--- config.mk ---
export PLATFORM = sky130hd
export DESIGN_NAME = vga_fb_arbiter
export DESIGN_NICKNAME = d
export VERILOG_FILES = /design/src/rtl/vga_pkg.sv /design/src/rtl/fb_addr_calc.sv /design/src/rtl/vga_fb_arbiter.sv
export SDC_FILE = /design/constraint.sdc
export NUM_CORES = 1
export LEC_CHECK = 0
export CAP_MARGIN = 20
export CELL_PAD_IN_SITES_DETAIL_PLACEMENT = 0
export CELL_PAD_IN_SITES_GLOBAL_PLACEMENT = 1
export CORE_ASPECT_RATIO = 1.75
export CORE_UTILIZATION = 35
export CTS_BUF_LIST = sky130_fd_sc_hd__clkbuf_8 sky130_fd_sc_hd__clkbuf_16
export DETAILED_ROUTE_END_ITERATION = 16
export PLACE_DENSITY_LB_ADDON = 0.1
export RECOVER_POWER = 100
export SLEW_MARGIN = 20
export SYNTH_ARGS = -nofsm -noshare
export SYNTH_HDL_FRONTEND = slang
export SYNTH_SLANG_ARGS = --single-unit
--- constraint.sdc ---
create_clock -name CLK_IN -period 4.99 [get_ports CLK_IN]
set_clock_uncertainty 0.15 [all_clocks]
set_input_delay 0.998 -clock CLK_IN [delete_from_list [all_inputs] [get_ports CLK_IN]]
set_output_delay 0.998 -clock CLK_IN [all_outputs]
set_load 0.01 [all_outputs]
--- src/rtl/vga_pkg.sv ---
`default_nettype none
// ============================================================================
//  Module      : vga_pkg
//  Description : Shared constants and types for the VGA framebuffer arbiter.
//                Display geometry, framebuffer depth, data/address widths,
//                blanking colour and the RAM port-owner encoding.
//  Revision    : 1.0  initial release
// ============================================================================
package vga_pkg;

   localparam int H_RES    = 640;            // active pixels per line
   localparam int V_RES    = 480;            // active lines
   localparam int FB_DEPTH = H_RES * V_RES;  // framebuffer words
   localparam int ADDR_W   = 19;             // ceil(log2(FB_DEPTH))
   localparam int PIXEL_W  = 8;              // RGB 3-3-2
   localparam int COORD_W  = 10;             // X/Y coordinate width
   localparam int STALL_W  = 16;             // write-stall counter width

   localparam logic [PIXEL_W-1:0] BLANK_COLOR = 8'h05;

   // Who owns the single RAM port in a given cycle.
   typedef enum logic [1:0] {
      OWN_IDLE = 2'd0,
      OWN_RD   = 2'd1,
      OWN_WR   = 2'd2
   } owner_e;

endpackage : vga_pkg
`default_nettype wire

--- src/rtl/fb_addr_calc.sv ---
`default_nettype none
// ============================================================================
//  Module      : fb_addr_calc
//  Description : Combinational framebuffer address generator. Forms
//                Y*H_RES + X at full ADDR_W width and flags whether the
//                coordinate lies inside the visible window.
//  Ports       : active_i  - timing generator says pixel is in the window
//                x_i, y_i  - visible-area column / row
//                addr_o    - linear framebuffer address
//                visible_o - request must be fetched from RAM
//  Revision    : 1.0  initial release
// ============================================================================
module fb_addr_calc
   import vga_pkg::*;
(
   input  logic               active_i,
   input  logic [COORD_W-1:0] x_i,
   input  logic [COORD_W-1:0] y_i,
   output logic [ADDR_W-1:0]  addr_o,
   output logic               visible_o
);

   localparam logic [COORD_W-1:0] H_LIM = COORD_W'(H_RES);
   localparam logic [COORD_W-1:0] V_LIM = COORD_W'(V_RES);

   logic [ADDR_W-1:0] w_x_ext;
   logic [ADDR_W-1:0] w_y_ext;
   logic [ADDR_W-1:0] w_row_base;

   // Zero-extend before any arithmetic so nothing is lost above bit 9.
   assign w_x_ext = {{(ADDR_W-COORD_W){1'b0}}, x_i};
   assign w_y_ext = {{(ADDR_W-COORD_W){1'b0}}, y_i};

   generate
      if (H_RES == 640) begin : g_shift_add
         // 640 = 512 + 128
         assign w_row_base = (w_y_ext << 9) + (w_y_ext << 7);
      end else begin : g_mult
         assign w_row_base = w_y_ext * ADDR_W'(H_RES);
      end
   endgenerate

   assign addr_o    = w_row_base + w_x_ext;
   assign visible_o = active_i && (x_i < H_LIM) && (y_i < V_LIM);

endmodule : fb_addr_calc
`default_nettype wire

--- src/rtl/vga_fb_arbiter.sv ---
`default_nettype none
// ============================================================================
//  Module      : vga_fb_arbiter
//  Description : Shares one single-port framebuffer RAM between VGA scanout
//                reads (absolute priority, fixed 3-cycle latency) and host
//                writes over a valid/ready handshake using the free slots.
//  Ports       : CLK_IN, RST (async, active-high)
//                PXL_EN, DISP_ACTIVE, X_COORD, Y_COORD - scanout request
//                RGB_OUT                               - registered colour
//                WR_VALID/WR_READY/WR_ADDR/WR_DATA     - host write port
//                WR_ERR    - sticky out-of-range write flag
//                STALL_CNT - saturating count of denied write cycles
//                MEM_EN/MEM_WE/MEM_ADDR/MEM_WDATA/MEM_RDATA - RAM port
//                VBLANK    - only with FB_VBLANK_ONLY_EN defined
//  Options     : FB_VBLANK_ONLY_EN - held writes issue only while VBLANK=1
//  Revision    : 1.0  initial release
// ============================================================================
module vga_fb_arbiter
   import vga_pkg::*;
(
   input  logic               CLK_IN,
   input  logic               RST,
   input  logic               PXL_EN,
   input  logic               DISP_ACTIVE,
   input  logic [COORD_W-1:0] X_COORD,
   input  logic [COORD_W-1:0] Y_COORD,
   output logic [PIXEL_W-1:0] RGB_OUT,
   input  logic               WR_VALID,
   output logic               WR_READY,
   input  logic [ADDR_W-1:0]  WR_ADDR,
   input  logic [PIXEL_W-1:0] WR_DATA,
   output logic               WR_ERR,
   output logic [STALL_W-1:0] STALL_CNT,
   output logic               MEM_EN,
   output logic               MEM_WE,
   output logic [ADDR_W-1:0]  MEM_ADDR,
   output logic [PIXEL_W-1:0] MEM_WDATA,
   input  logic [PIXEL_W-1:0] MEM_RDATA
`ifdef FB_VBLANK_ONLY_EN
   ,
   input  logic               VBLANK
`endif
);

   localparam logic [ADDR_W-1:0] FB_DEPTH_A = ADDR_W'(FB_DEPTH);

   // Address generator
   logic [ADDR_W-1:0] w_pix_addr;
   logic              w_pix_visible;

   fb_addr_calc u_addr_calc (
      .active_i  (DISP_ACTIVE),
      .x_i       (X_COORD),
      .y_i       (Y_COORD),
      .addr_o    (w_pix_addr),
      .visible_o (w_pix_visible)
   );

   // Display pipeline: stage 1 = RAM access cycle, stage 2 = data return.
   logic              s1_vld_q,  s1_vld_d;
   logic              s1_vis_q,  s1_vis_d;
   logic [ADDR_W-1:0] s1_addr_q, s1_addr_d;
   logic              s2_vld_q,  s2_vld_d;
   logic              s2_vis_q,  s2_vis_d;
   logic [PIXEL_W-1:0] rgb_q,    rgb_d;

   // Write holding register
   logic               hold_vld_q,  hold_vld_d;
   logic [ADDR_W-1:0]  hold_addr_q, hold_addr_d;
   logic [PIXEL_W-1:0] hold_data_q, hold_data_d;
   logic               err_q,       err_d;
   logic [STALL_W-1:0] stall_q,     stall_d;

   // Port owner and registered RAM interface
   owner_e             owner_q,     owner_d;
   logic               mem_en_q,    mem_en_d;
   logic               mem_we_q,    mem_we_d;
   logic [ADDR_W-1:0]  mem_addr_q,  mem_addr_d;
   logic [PIXEL_W-1:0] mem_wdata_q, mem_wdata_d;

   logic w_accept;
   logic w_wr_in_range;
   logic w_wr_allowed;
   logic w_stall;

   assign w_accept      = WR_VALID && !hold_vld_q;
   assign w_wr_in_range = (WR_ADDR < FB_DEPTH_A);

`ifdef FB_VBLANK_ONLY_EN
   // The owner is registered, so VBLANK in this cycle gates the issue in
   // the next one; a held write waiting outside vblank counts as stalled.
   assign w_wr_allowed = VBLANK;
   assign w_stall      = hold_vld_q && (owner_q != OWN_WR) &&
                         ((owner_q == OWN_RD) || !VBLANK);
`else
   assign w_wr_allowed = 1'b1;
   assign w_stall      = hold_vld_q && (owner_q == OWN_RD);
`endif

   // ------------------------------------------------------------------------
   // Next-state logic
   // ------------------------------------------------------------------------
   always_comb begin
      // Display pipeline
      s1_vld_d  = PXL_EN;
      s1_vis_d  = PXL_EN && w_pix_visible;
      s1_addr_d = s1_addr_q;
      if (PXL_EN && w_pix_visible) begin
         s1_addr_d = w_pix_addr;
      end
      s2_vld_d = s1_vld_q;
      s2_vis_d = s1_vis_q;

      // RGB only moves when a request reaches the end of the pipe.
      rgb_d = rgb_q;
      if (s2_vld_q) begin
         rgb_d = s2_vis_q ? MEM_RDATA : BLANK_COLOR;
      end

      // Holding register: an issued write leaves at the end of its issue
      // cycle. An out-of-range write completes the handshake but is dropped.
      hold_vld_d  = hold_vld_q;
      hold_addr_d = hold_addr_q;
      hold_data_d = hold_data_q;
      if (owner_q == OWN_WR) begin
         hold_vld_d = 1'b0;
      end
      if (w_accept && w_wr_in_range) begin
         hold_vld_d  = 1'b1;
         hold_addr_d = WR_ADDR;
         hold_data_d = WR_DATA;
      end

      err_d = err_q | (w_accept && !w_wr_in_range);

      stall_d = stall_q;
      if (w_stall && (stall_q != {STALL_W{1'b1}})) begin
         stall_d = stall_q + 1'b1;
      end

      // Port owner for the next cycle: display always wins.
      if (s1_vis_d) begin
         owner_d = OWN_RD;
      end else if (hold_vld_d && w_wr_allowed) begin
         owner_d = OWN_WR;
      end else begin
         owner_d = OWN_IDLE;
      end

      mem_en_d    = 1'b0;
      mem_we_d    = 1'b0;
      mem_addr_d  = '0;
      mem_wdata_d = '0;
      case (owner_d)
         OWN_RD: begin
            mem_en_d   = 1'b1;
            mem_addr_d = s1_addr_d;
         end
         OWN_WR: begin
            mem_en_d    = 1'b1;
            mem_we_d    = 1'b1;
            mem_addr_d  = hold_addr_d;
            mem_wdata_d = hold_data_d;
         end
         default: begin
            mem_en_d = 1'b0;
         end
      endcase
   end

   // ------------------------------------------------------------------------
   // State registers
   // ------------------------------------------------------------------------
   always_ff @(posedge CLK_IN or posedge RST) begin
      if (RST) begin
         s1_vld_q    <= 1'b0;
         s1_vis_q    <= 1'b0;
         s1_addr_q   <= '0;
         s2_vld_q    <= 1'b0;
         s2_vis_q    <= 1'b0;
         rgb_q       <= BLANK_COLOR;
         hold_vld_q  <= 1'b0;
         hold_addr_q <= '0;
         hold_data_q <= '0;
         err_q       <= 1'b0;
         stall_q     <= '0;
         owner_q     <= OWN_IDLE;
         mem_en_q    <= 1'b0;
         mem_we_q    <= 1'b0;
         mem_addr_q  <= '0;
         mem_wdata_q <= '0;
      end else begin
         s1_vld_q    <= s1_vld_d;
         s1_vis_q    <= s1_vis_d;
         s1_addr_q   <= s1_addr_d;
         s2_vld_q    <= s2_vld_d;
         s2_vis_q    <= s2_vis_d;
         rgb_q       <= rgb_d;
         hold_vld_q  <= hold_vld_d;
         hold_addr_q <= hold_addr_d;
         hold_data_q <= hold_data_d;
         err_q       <= err_d;
         stall_q     <= stall_d;
         owner_q     <= owner_d;
         mem_en_q    <= mem_en_d;
         mem_we_q    <= mem_we_d;
         mem_addr_q  <= mem_addr_d;
         mem_wdata_q <= mem_wdata_d;
      end
   end

   assign RGB_OUT   = rgb_q;
   assign WR_READY  = !hold_vld_q;
   assign WR_ERR    = err_q;
   assign STALL_CNT = stall_q;
   assign MEM_EN    = mem_en_q;
   assign MEM_WE    = mem_we_q;
   assign MEM_ADDR  = mem_addr_q;
   assign MEM_WDATA = mem_wdata_q;

endmodule : vga_fb_arbiter
`default_nettype wire

==> results.toml <==
[outcome]
status = "complete, but fails checks"
violations = "capacitance limit, slew limit"

[clock_network]
cts_tree = "yes"
cts_hold_buf = 0
clkTransAtPathRegs_ns = 0.06
clock_sinks = 86
htree_levels = 3
clock_latency_ns = 0.34
cts_setup_buffers = 0
post_cts_resized = 0
cts_buffer_depth = 2
numCtsBuffers = 9
cts-root-buf = "clkbuf_16"

[synthesis]
synth_top_area_share_pct = 54.2
synth-seq-cells = 86
syn_avg_cell_area_um2 = 11.1
syn_area_um2 = 3880
yosysWarnings = 0
synthDistinctLibCells = 42
syn_inst = 348
synth_area_leaders = "dfrtp_1 (54%), ha_1 (6.5%), mux2i_1 (4.4%), inv_1 (3.8%), o21ai_0 (3.6%)"
synth_nets = 430
synth.largest_area_cell = "dfrtp_1"
yosysSeqAreaShare_pct = 55.6

[grt]
grt-busiest-layer = "met2"
grt.met3_usage_pct = 3.62
grt_pass1_wl_mm = 14.4
grt_antenna_before_repair = 0
first_global_vias = 2920
grt_max_degree = 53
overflow = 0
grtUsageTotal_pct = 17.1
use_met1_pct = 18.6
met2_usage_pct = 30.7

[detailed_routing]
drtAntennaViolNets = 0
detail_route.iter0.violations = 49
vias = 2837
drc = 0
firstDrtPassIters = 4
finalWirelength_mm = 8.99
wire_per_inst_um = 15.0
routed_via_density = 4.74

[timing]
finalHoldViolCount = 0
grt_setup_unrepaired = "false"
setup_viol = 0
timing.final.crit_share_pct = 78.1
max-slew-margin-rel_pct = -54.2
report.final.slew_viol_count = 82
fmax_mhz = 257
period_needed_ns = 3.90
tightest_slew_ns = 2.30
fin_tns_setup_ns = 0

[run]
max_cap_viol_count = 2

[cells_and_area]
most-common-layout-cells = "dfrtp_1 (84), dlygate4sd3_1 (68), clkdlybuf4s50_1 (46), inv_1 (38), nand2_1 (36)"
final_common_cell = "dfrtp_1"
syn2layout_area_growth_pct = 40.0
fillers = 997
finish.utilization_pct = 50.4
fin_nets = 545
final_cells = 598
num_antenna_cells = 0
drive_above_1_share_pct = 7.48

[floorplan]
floorplan.initialDensity_pct = 36.0
dieArea_um2 = 11500
die_y_um = 141
fp.dieW_um = 81.6
rows = 50
ios = 115
fp.coreArea_um2 = 10800

[power]
leakage_nw = 2.71
power_density_nw_per_um2 = 438
irDropWorstVdd_uv = 193

[critical_path]
path_class = "input pin to flip-flop"
worst_setup_path_end_kind = "flip-flop"
cp.required_ns = 5.06
startpoint_type = "input pin"
worstPathMaxFanout = 28
worstPathArrival_ns = 3.97

[place]
dp_hpwl_mm = 6.56
port_buffers = 114
place_congestion = 0.787
dp.cells = 582

[min_path]
hp-class = "flip-flop to flip-flop"
==> final timing paths <==
check	from	to	slack [ns]	depth (start not counted)
max	WR_ADDR[13]	MEM_WDATA[6]$_DFF_PP0_	1.09	6
min	s1_vld_q$_DFF_PP0_	s2_vld_q$_DFF_PP0_	0.20	0
max reg2reg	hold_vld_q$_DFF_PP0_	MEM_WDATA[6]$_DFF_PP0_	2.10	5
min reg2reg	s1_vld_q$_DFF_PP0_	s2_vld_q$_DFF_PP0_	0.20	0
max in group asynchronous	RST	MEM_ADDR[12]$_DFF_PP0_	1.40	3
min in group asynchronous	RST	STALL_CNT[14]$_DFFE_PP0P_	1.60	2
==> critical path, stage by stage <==
cell and delay, ns:
dlygate4sd3_1 0.55, a21oi_1 0.11, o211ai_1 0.24, clkbuf_1 1.41, mux2_2 0.46, and3_1 0.19
==> cell families after synthesis <==
family	after synthesis	share of synthesized area [%]
mux	26	7.00
buf+inv	51	5.03
fa+ha+maj	22	7.49
simple gates	87	11.6
compound gates	56	8.81
flops	86	55.6
xor+xnor	20	4.52
==> where the power goes <==
| part | switching (mW) | internal, mW |
|---|---|---|
| logic | 0.343 | 0.348 |
| registers | 0.0722 | 0.922 |
| clock network | 0.285 | 0.404 |
| total | 0.701 | 1.67 |
==> area by class of cell <==
cell class	count	area (µm²)	area share (%)
clock inverter	6	70.1	1.29
inverter	39	148	2.72
timing repair buffer	116	1150	21.2
sequential	86	2150	39.7
tap	130	163	3.00
multi-input combinational	211	1500	27.7
clock buffer	10	239	4.40
==> routing by layer <==
layer / vias to the layer above / part of all wire [%] / routed length (µm)
met5: - / 0 / 0
met4: 0 / 1.9 / 170
met3: 13 / 4.0 / 363
met2: 68 / 56 / 5020
met1: 1357 / 38 / 3430
li1: 1399 / - / -
==> per-stage QoR <==
step	instance area [µm²]	setup slack, ns	hold slack (ns)	power [mW]
floorplan	3880	1.62	0.181	1.37
global placement	5150	1.01	0.189	1.75
detailed placement	5150	0.996	0.185	1.76
CTS	5460	1.36	0.207	2.47
global route	5430	0.817	0.233	2.53
finish	5430	1.09	0.200	2.37
==> registers in the layout, summed over array words and instances, names as in the netlist, 8 cells and up <==
| name | flops |
|---|---|
| RGB_OUT | 8 |
| STALL_CNT | 16 |
| hold_addr_q | 19 |
| MEM_ADDR | 19 |
| MEM_WDATA | 8 |
| hold_data_q | 8 |
==> Yosys cell counts, drive strengths merged <==
master   instances
xor2             9
o21ai           28
nand2           37
nor4             2
o2bb2ai          2
a221oi           1
a21o             6
a31oi            1
nand3b           2
or2              1
xnor2           11
dfstp            2
o22a             2
nor2            10
o221ai           1
and2             1
inv             39
fa               2
a21oi            7
ha              20
mux2i           17
nand4            7
dfrtp           84
or3              2
nand3            6
a31o             2
mux2             9
o21a             3
and3b            1
o32ai            1
o211ai           1
clkbuf           9
nor2b            2
o22ai            1
and3            11
buf              3
nor3             4
or4              1
No activity file was read; power rests on OpenSTA's default activity.
